File: src/rtl/sqr_shuffle_if.sv
// Bitstream port bundle for the stochastic squarer: qualified input bit in, qualified output bit out.
// in_valid qualifies in and out_valid qualifies out; there is no ready, so every qualified bit is consumed.
interface sqr_shuffle_if;
    logic in_valid;
    logic in;
    logic out_valid;
    logic out;

    modport master (
        output in_valid,
        output in,
        input  out_valid,
        input  out
    );

    modport slave (
        input  in_valid,
        input  in,
        output out_valid,
        output out
    );
endinterface

File: src/rtl/sqr_shuffle.sv
// Stochastic-computing squarer: ANDs each input bit with an earlier bit drawn at random
// from a small shuffle buffer, so a stream of density p becomes one of density p^2.
module sqr_shuffle #(
    parameter int         BUF_DEPTH = 4,
    parameter int         IDX_W     = $clog2(BUF_DEPTH),
    parameter logic [7:0] SEED      = 8'hA5
) (
    input  logic                 clk,
    input  logic                 rst,
    input  logic                 clr,
    sqr_shuffle_if.slave         bus,
    output logic [0:0]           dbg_state,
    output logic [IDX_W:0]       dbg_fill_cnt,
    output logic [7:0]           dbg_lfsr,
    output logic [BUF_DEPTH-1:0] dbg_buf
);

    localparam logic [0:0]     ST_FILL   = 1'b0;
    localparam logic [0:0]     ST_RUN    = 1'b1;
    localparam logic [IDX_W:0] FILL_LAST = (IDX_W + 1)'(BUF_DEPTH - 1);

    logic [0:0]           state_q, state_d;
    logic [IDX_W:0]       fill_cnt_q, fill_cnt_d;
    logic [BUF_DEPTH-1:0] buf_q, buf_d;
    logic [7:0]           lfsr_q, lfsr_d;
    logic                 out_q, out_d;
    logic                 out_valid_q, out_valid_d;

    logic [IDX_W-1:0]     idx;
    logic [IDX_W-1:0]     fill_idx;
    logic [7:0]           lfsr_step;

    // The slot index is taken from the LFSR value before this cycle's step.
    assign idx       = lfsr_q[IDX_W-1:0];
    assign fill_idx  = fill_cnt_q[IDX_W-1:0];
    assign lfsr_step = {lfsr_q[6:0], lfsr_q[7] ^ lfsr_q[5] ^ lfsr_q[4] ^ lfsr_q[3]};

    always_comb begin
        state_d     = state_q;
        fill_cnt_d  = fill_cnt_q;
        buf_d       = buf_q;
        lfsr_d      = lfsr_q;
        out_d       = 1'b0;
        out_valid_d = 1'b0;

        if (clr) begin
            // Restart drops any bit offered this cycle; old slots are overwritten during FILL.
            state_d    = ST_FILL;
            fill_cnt_d = '0;
            lfsr_d     = SEED;
        end else if (bus.in_valid) begin
            if (state_q == ST_FILL) begin
                buf_d[fill_idx] = bus.in;
                fill_cnt_d      = fill_cnt_q + 1'b1;
                if (fill_cnt_q == FILL_LAST) begin
                    state_d = ST_RUN;
                end
            end else begin
                out_d       = bus.in & buf_q[idx];
                out_valid_d = 1'b1;
                buf_d[idx]  = bus.in;
                lfsr_d      = lfsr_step;
            end
        end
    end

    always_ff @(posedge clk or posedge rst) begin
        if (rst) begin
            state_q     <= ST_FILL;
            fill_cnt_q  <= '0;
            buf_q       <= '0;
            lfsr_q      <= SEED;
            out_q       <= 1'b0;
            out_valid_q <= 1'b0;
        end else begin
            state_q     <= state_d;
            fill_cnt_q  <= fill_cnt_d;
            buf_q       <= buf_d;
            lfsr_q      <= lfsr_d;
            out_q       <= out_d;
            out_valid_q <= out_valid_d;
        end
    end

    assign bus.out       = out_q;
    assign bus.out_valid = out_valid_q;

    assign dbg_state    = state_q;
    assign dbg_fill_cnt = fill_cnt_q;
    assign dbg_lfsr     = lfsr_q;
    assign dbg_buf      = buf_q;

endmodule
File: src/flat_wrapper.sv
// flat-port wrapper written by rule: the top's interface ports become plain ports
module sqr_shuffle_flat 
#(
    parameter int         BUF_DEPTH = 4,
    parameter int         IDX_W     = $clog2(BUF_DEPTH),
    parameter logic [7:0] SEED      = 8'hA5
)
  (clk, rst, clr, dbg_state, dbg_fill_cnt, dbg_lfsr, dbg_buf, bus_in_valid, bus_in, bus_out_valid, bus_out);
  sqr_shuffle_if bus_i ();
  input  logic clk;
  input  logic rst;
  input  logic clr;
  output logic [0:0] dbg_state;
  output logic [IDX_W:0] dbg_fill_cnt;
  output logic [7:0] dbg_lfsr;
  output logic [BUF_DEPTH-1:0] dbg_buf;
  input wire logic [$bits(bus_i.in_valid)-1:0] bus_in_valid;
  input wire logic [$bits(bus_i.in)-1:0] bus_in;
  output wire logic [$bits(bus_i.out_valid)-1:0] bus_out_valid;
  output wire logic [$bits(bus_i.out)-1:0] bus_out;
  assign bus_i.in_valid = bus_in_valid;
  assign bus_i.in = bus_in;
  assign bus_out_valid = bus_i.out_valid;
  assign bus_out = bus_i.out;
  sqr_shuffle #(.BUF_DEPTH(BUF_DEPTH), .IDX_W(IDX_W), .SEED(SEED)) u_core (.clk(clk), .rst(rst), .clr(clr), .bus(bus_i), .dbg_state(dbg_state), .dbg_fill_cnt(dbg_fill_cnt), .dbg_lfsr(dbg_lfsr), .dbg_buf(dbg_buf));
endmodule
File: config.mk
export PLATFORM = sky130hd
export DESIGN_NAME = sqr_shuffle_flat
export DESIGN_NICKNAME = d
export VERILOG_FILES = /design/src/rtl/sqr_shuffle_if.sv /design/src/rtl/sqr_shuffle.sv /design/src/flat_wrapper.sv
export SDC_FILE = /design/constraint.sdc
export NUM_CORES = 1
export LEC_CHECK = 0
export CORE_ASPECT_RATIO = 1.25
export CORE_UTILIZATION = 42
export DETAILED_ROUTE_END_ITERATION = 16
export GPL_ROUTABILITY_DRIVEN = 0
export PLACE_DENSITY_LB_ADDON = 0.08
export SETUP_SLACK_MARGIN = 0.1
export SYNTH_ARGS = -nofsm -noshare
export SYNTH_HDL_FRONTEND = slang
export SYNTH_SLANG_ARGS = --single-unit
File: constraint.sdc
create_clock -name clk -period 1.4 [get_ports clk]
set_clock_uncertainty 0.1 [all_clocks]
set_input_delay 0.28 -clock clk [delete_from_list [all_inputs] [get_ports clk]]
set_output_delay 0.28 -clock clk [all_outputs]
set_load 0.03 [all_outputs]
# ---- Word-level counts from Yosys, hierarchy flattened
# Cells that the tools add are included.
dict set report word_totals {
  output_inout_bits 18
  regBits 18
  elab_cells 50
  in_bits 5
}
dict set report op_classes {
  bitwise_logic 5
  n_reduce_logical 7
  eq_ne 2
  addsub 1
  n_mux 25
  n_lt_le_gt_ge 4
}
# operator n
set ops {}
lappend ops {{$mux 8} 3}
lappend ops {{$mux 1} 13}
lappend ops {{$mux 3} 3}
lappend ops {{$bwmux 4} 2}
lappend ops {{$lt 2x3->1 const B} 2}
lappend ops {{$reduce_and 2->1} 3}
lappend ops {{$demux 1 s2} 2}
lappend ops {{$ge 2x1->1 const B} 2}
lappend ops {{$mux 4} 1}
lappend ops {{$reduce_bool 2->1} 2}
lappend ops {{$add 3x1->3 const B} 1}
lappend ops {{$eq 3x2->1 const B} 1}
lappend ops {{$xor 1x1->1} 3}
lappend ops {{$bmux 1 s2} 1}
lappend ops {{$logic_and 1x1->1} 2}
lappend ops {{$ne 2x2->1 const B} 1}
lappend ops {{$and 1x1->1} 1}
lappend ops {{$not 1->1} 1}

# ---- Depth between registers and ports, before layout
dict set report logic_depth {
  word_depth 6
  ltp_mapped 5
  depth_no_buf 5
}

# ---- Worst setup path before layout
# Ideal clock, no wire load.
dict set report synth_timing {
  path_type {reg-to-reg}
  from {register u_core.state_q (netlist: u_core.dbg_state)}
  to {register u_core.buf_q[0] (netlist: u_core.dbg_buf[0])}
  path_buffers 1
  stages_incl_launch_ff 5
  t_required_ns 1.173
  period_less_slack_ns 1.714
  t_arrival_ns 1.486
  setup_slack_ns -0.314
  setup_ns 0.127
  cell_sequence {dfrtp_1 buf_4 or3b_1 a21oi_2 mux2_1}
}
dict set report synth_via {
  elab_chain_cells 1
}
# item line
set synth_rtl {}
lappend synth_rtl {{start, declared} sqr_shuffle.sv:22} ;# logic [0:0] state_q, state_d;
lappend synth_rtl {{start signal, assigned} sqr_shuffle.sv:76} ;# state_q <= state_d;
lappend synth_rtl {{$mux 4} sqr_shuffle.sv:52} ;# if (state_q == ST_FILL) begin
lappend synth_rtl {{end signal, assigned} sqr_shuffle.sv:78} ;# buf_q <= buf_d;
lappend synth_rtl {{end, declared} sqr_shuffle.sv:24} ;# logic [BUF_DEPTH-1:0] buf_q, buf_d;
# No other way between the ends.
# A chain may end at the register's enable or synchronous reset.

# ---- Final worst setup path
dict set report layout_timing {
  from {register u_core.lfsr_q[0] (netlist: u_core.dbg_lfsr[0])}
  to {output dbg_lfsr[0]}
}
# item line
set layout_rtl {}
lappend layout_rtl {{start, declared} sqr_shuffle.sv:25} ;# logic [7:0] lfsr_q, lfsr_d;
lappend layout_rtl {{start signal, assigned} sqr_shuffle.sv:79} ;# lfsr_q <= lfsr_d;
lappend layout_rtl {{end, declared} flat_wrapper.sv:15} ;# output logic [7:0] dbg_lfsr;
# No word-level cell between the ends.

==> run_results.csv <==
group,metric,value,unit
grt,grt_max_degree,19,
sta,maxSlewHeadroom,81.07,%
sta,timing.final.ws_setup,-0.1289,ns
sta,setup_viol,7,
sta,max_clock_freq,654.1,MHz
detailed_routing,wire_per_inst,15.15,um
cells_and_area,nNetsFinal,144,
cells_and_area,num_antenna_cells,0,
cts,clockRootBuffer,"clkbuf_4",
die,fp.dieArea,2370,um2
die,die_h,54.18,um
critical_path,reg2reg_from,"u_core.dbg_lfsr[0]",
critical_path,r2r_end,"u_core.dbg_buf[0]",
run_status,violations,"design-rule violations, negative setup slack",
cells_and_area,utilization,77.03,%
cells_and_area,final_cell_mix,"buf_4 (25), buf_6 (15), dfrtp_1 (11)",
hold_path,hp-class,"in -> async",
grt,grt_pass1_wl,3.560,mm
die,boundaryPins,23,
pwr,max-vdd-ir-drop,0.6273,mV
pwr,total_power,1.402,mW
grt,grt_overflow,0,
detailed_routing,postRouteAntennaNets,0,
sta,tightest_slew,0.2839,ns
detailed_routing,vias,814,
die,start_util,45.63,%
detailed_routing,avgViaCountPerCell,5.320,
synth,syn_inst,84,
critical_path,worstPathMaxFanout,6,
critical_path,critPathArrivalTime,1.15,ns
cells_and_area,area_growth_syn_to_layout,68.81,%
synth,ys_ff_latch,18,
cts,cts.sinks,18,
synth,synth_area_per_cell,10.89,um2
cells_and_area,layout_commonest_cell,"buf_4",
placement,dp_hpwl,1.422,mm
run_status,status,"complete, but fails checks",
critical_path,crit_type,"reg -> out",
cts,htreeDepth,1,
critical_path,rr_worst_depth,3,
critical_path,critPathCaptureType,"output pin",
synth,synth_cell_types,26,
sta,rsz0062_at_grt,"true",
pwr,power_leakage,0.6884,nW
synth,synth_fp_nets,94,
cts,cts_tree,"done",
die,row_count,18,
cts,clk_pin_slew,0.11,ns
cts,clockBufferDepth,2,
cts,cts_buffers,3,
sta,maxSlewViolCount,0,
cells_and_area,drive_above_1_share,59.40,%
critical_path,required,1.02,ns
grt,first_global_vias,792,
placement,port_buffers,22,
pwr,pwr_density_cell,907.8,nW/um2
detailed_routing,drcViolationCount,2,
sta,hold_viol,0,
synth,ys_warn_count,0,
cts,clk_latency,0.29,ns
critical_path,r2r_slack,-0.08,ns
detailed_routing,firstDrtPassIters,11,
synth,syn_area,914.6,um2
synth,seq_area_frac_synth,49.79,%
detailed_routing,drt_iter0_drc,22,
cells_and_area,n_fill_cell,126,
sta,fin_crit,1.529,ns
sta,period_share,109.2,%
grt,grt_usage,20.28,%
die,die_w,43.74,um
flow_run,drv_cap,0,
detailed_routing,wl,2.318,mm
critical_path,start_kind,"register",
grt,antenna_found_initial,0,
die,coreArea,2004,um2
## cells by family after synthesis
| group | synth area share (%) |
|---|---|
| muxes | 8.481 |
| buffers and inverters | 3.967 |
| DFF | 49.80 |
| AOI/OAI and AO/OA | 9.851 |
| xor gates and xnor gates | 3.830 |
| adders and majority gates | 6.840 |
| and+or+nand+nor | 17.24 |
## state kept, by name, summed over array words and instances (netlist names)
register,flops
u_core.dbg_lfsr,8
u_core.dbg_fill_cnt,3
u_core.dbg_buf,4
u_core.bus.out,1
u_core.bus.out_valid,1
u_core.dbg_state,1
## cells in the mapped netlist, drive strengths merged
master,count,share of area [%]
ha,5,6.8
a22oi,1,0.82
mux2i,1,1.1
a211oi,1,0.82
a21oi,9,5.3
xnor2,4,3.8
nand3,5,2.7
or3b,1,0.96
dfrtp,14,38
and3,4,2.7
nor2b,1,0.96
nand3b,2,1.6
nor2,6,2.5
inv,4,1.6
buf,3,1.9
nand2b,5,3.4
a211o,3,2.9
mux4,1,2.5
nand2,5,2.3
mux2,4,4.9
dfstp,4,11
clkbuf,1,0.41
## through the flow
stage                     std cells  hold slack, ns  setup slack [ns]  instance area, um2  setup TNS [ns]
final                           153          0.1872           -0.1289                1544         -0.4241
after global routing            153          0.2198           -0.1654                1544         -0.7730
after CTS                       149          0.1980           -0.1388                1391         -0.3212
after detailed placement        135          0.4264           -0.2642                1212          -2.569
after global placement          135          0.4090           -0.2304                1212          -2.547
after floorplan                  84          0.1154           -0.1874               932.1         -0.4421
## worst max-delay path by stage
stage               slack [ns]           endpoint  cells after the start          startpoint
floorplan                -0.19  u_core.dbg_buf[0]                      4    u_core.dbg_state
global placement         -0.23  u_core.dbg_buf[2]                      4                 clr
detailed placement       -0.26  u_core.dbg_buf[2]                      4                 clr
CTS                      -0.14        dbg_lfsr[0]                      2  u_core.dbg_lfsr[0]
global route             -0.17        dbg_lfsr[0]                      2  u_core.dbg_lfsr[0]
finish                   -0.13        dbg_lfsr[0]                      2  u_core.dbg_lfsr[0]
## where the power goes
| part | leakage, nW | switching, mW | internal (mW) |
|---|---|---|---|
| logic | 0.443 | 0.223 | 0.235 |
| registers | 0.224 | 0.0473 | 0.570 |
| clock network | 0.0210 | 0.168 | 0.158 |
| total | 0.688 | 0.438 | 0.964 |
## metal layers
metal  global-route usage (%)  up-vias  wire length, um
met5                        0        -                0
met4                    6.250        0               13
met3                    2.013        2               97
met2                    38.31       25             1235
met1                    23.85      402              971
li1                         -      385                -
## worst max-delay path, stage by stage (launching register included)
cell and delay, ns:
dfstp_2 0.61, buf_6 0.12, buf_6 0.12
## area by class of cell
type / instances / area, um2 / area share, %
Clock buffer: 4 / 36.28 / 2.350
Inverter: 4 / 15.01 / 0.9724
Multi-Input combinational cell: 58 / 561.8 / 36.39
Sequential cell: 18 / 459.2 / 29.74
Tap cell: 20 / 25.02 / 1.621
Timing Repair Buffer: 49 / 446.7 / 28.93
## what timing repair did
| item | 4_1_cts | 5_1_grt |
|---|---|---|
| setup buffers | 10 | 4 |
| endpoints found under the setup margin | 19 | 23 |
| resized for setup | 37 | 17 |
| hold buffers | 0 | 0 |
| pin swaps | 3 | 10 |
Note: power is estimated with default switching activity, not from simulation.
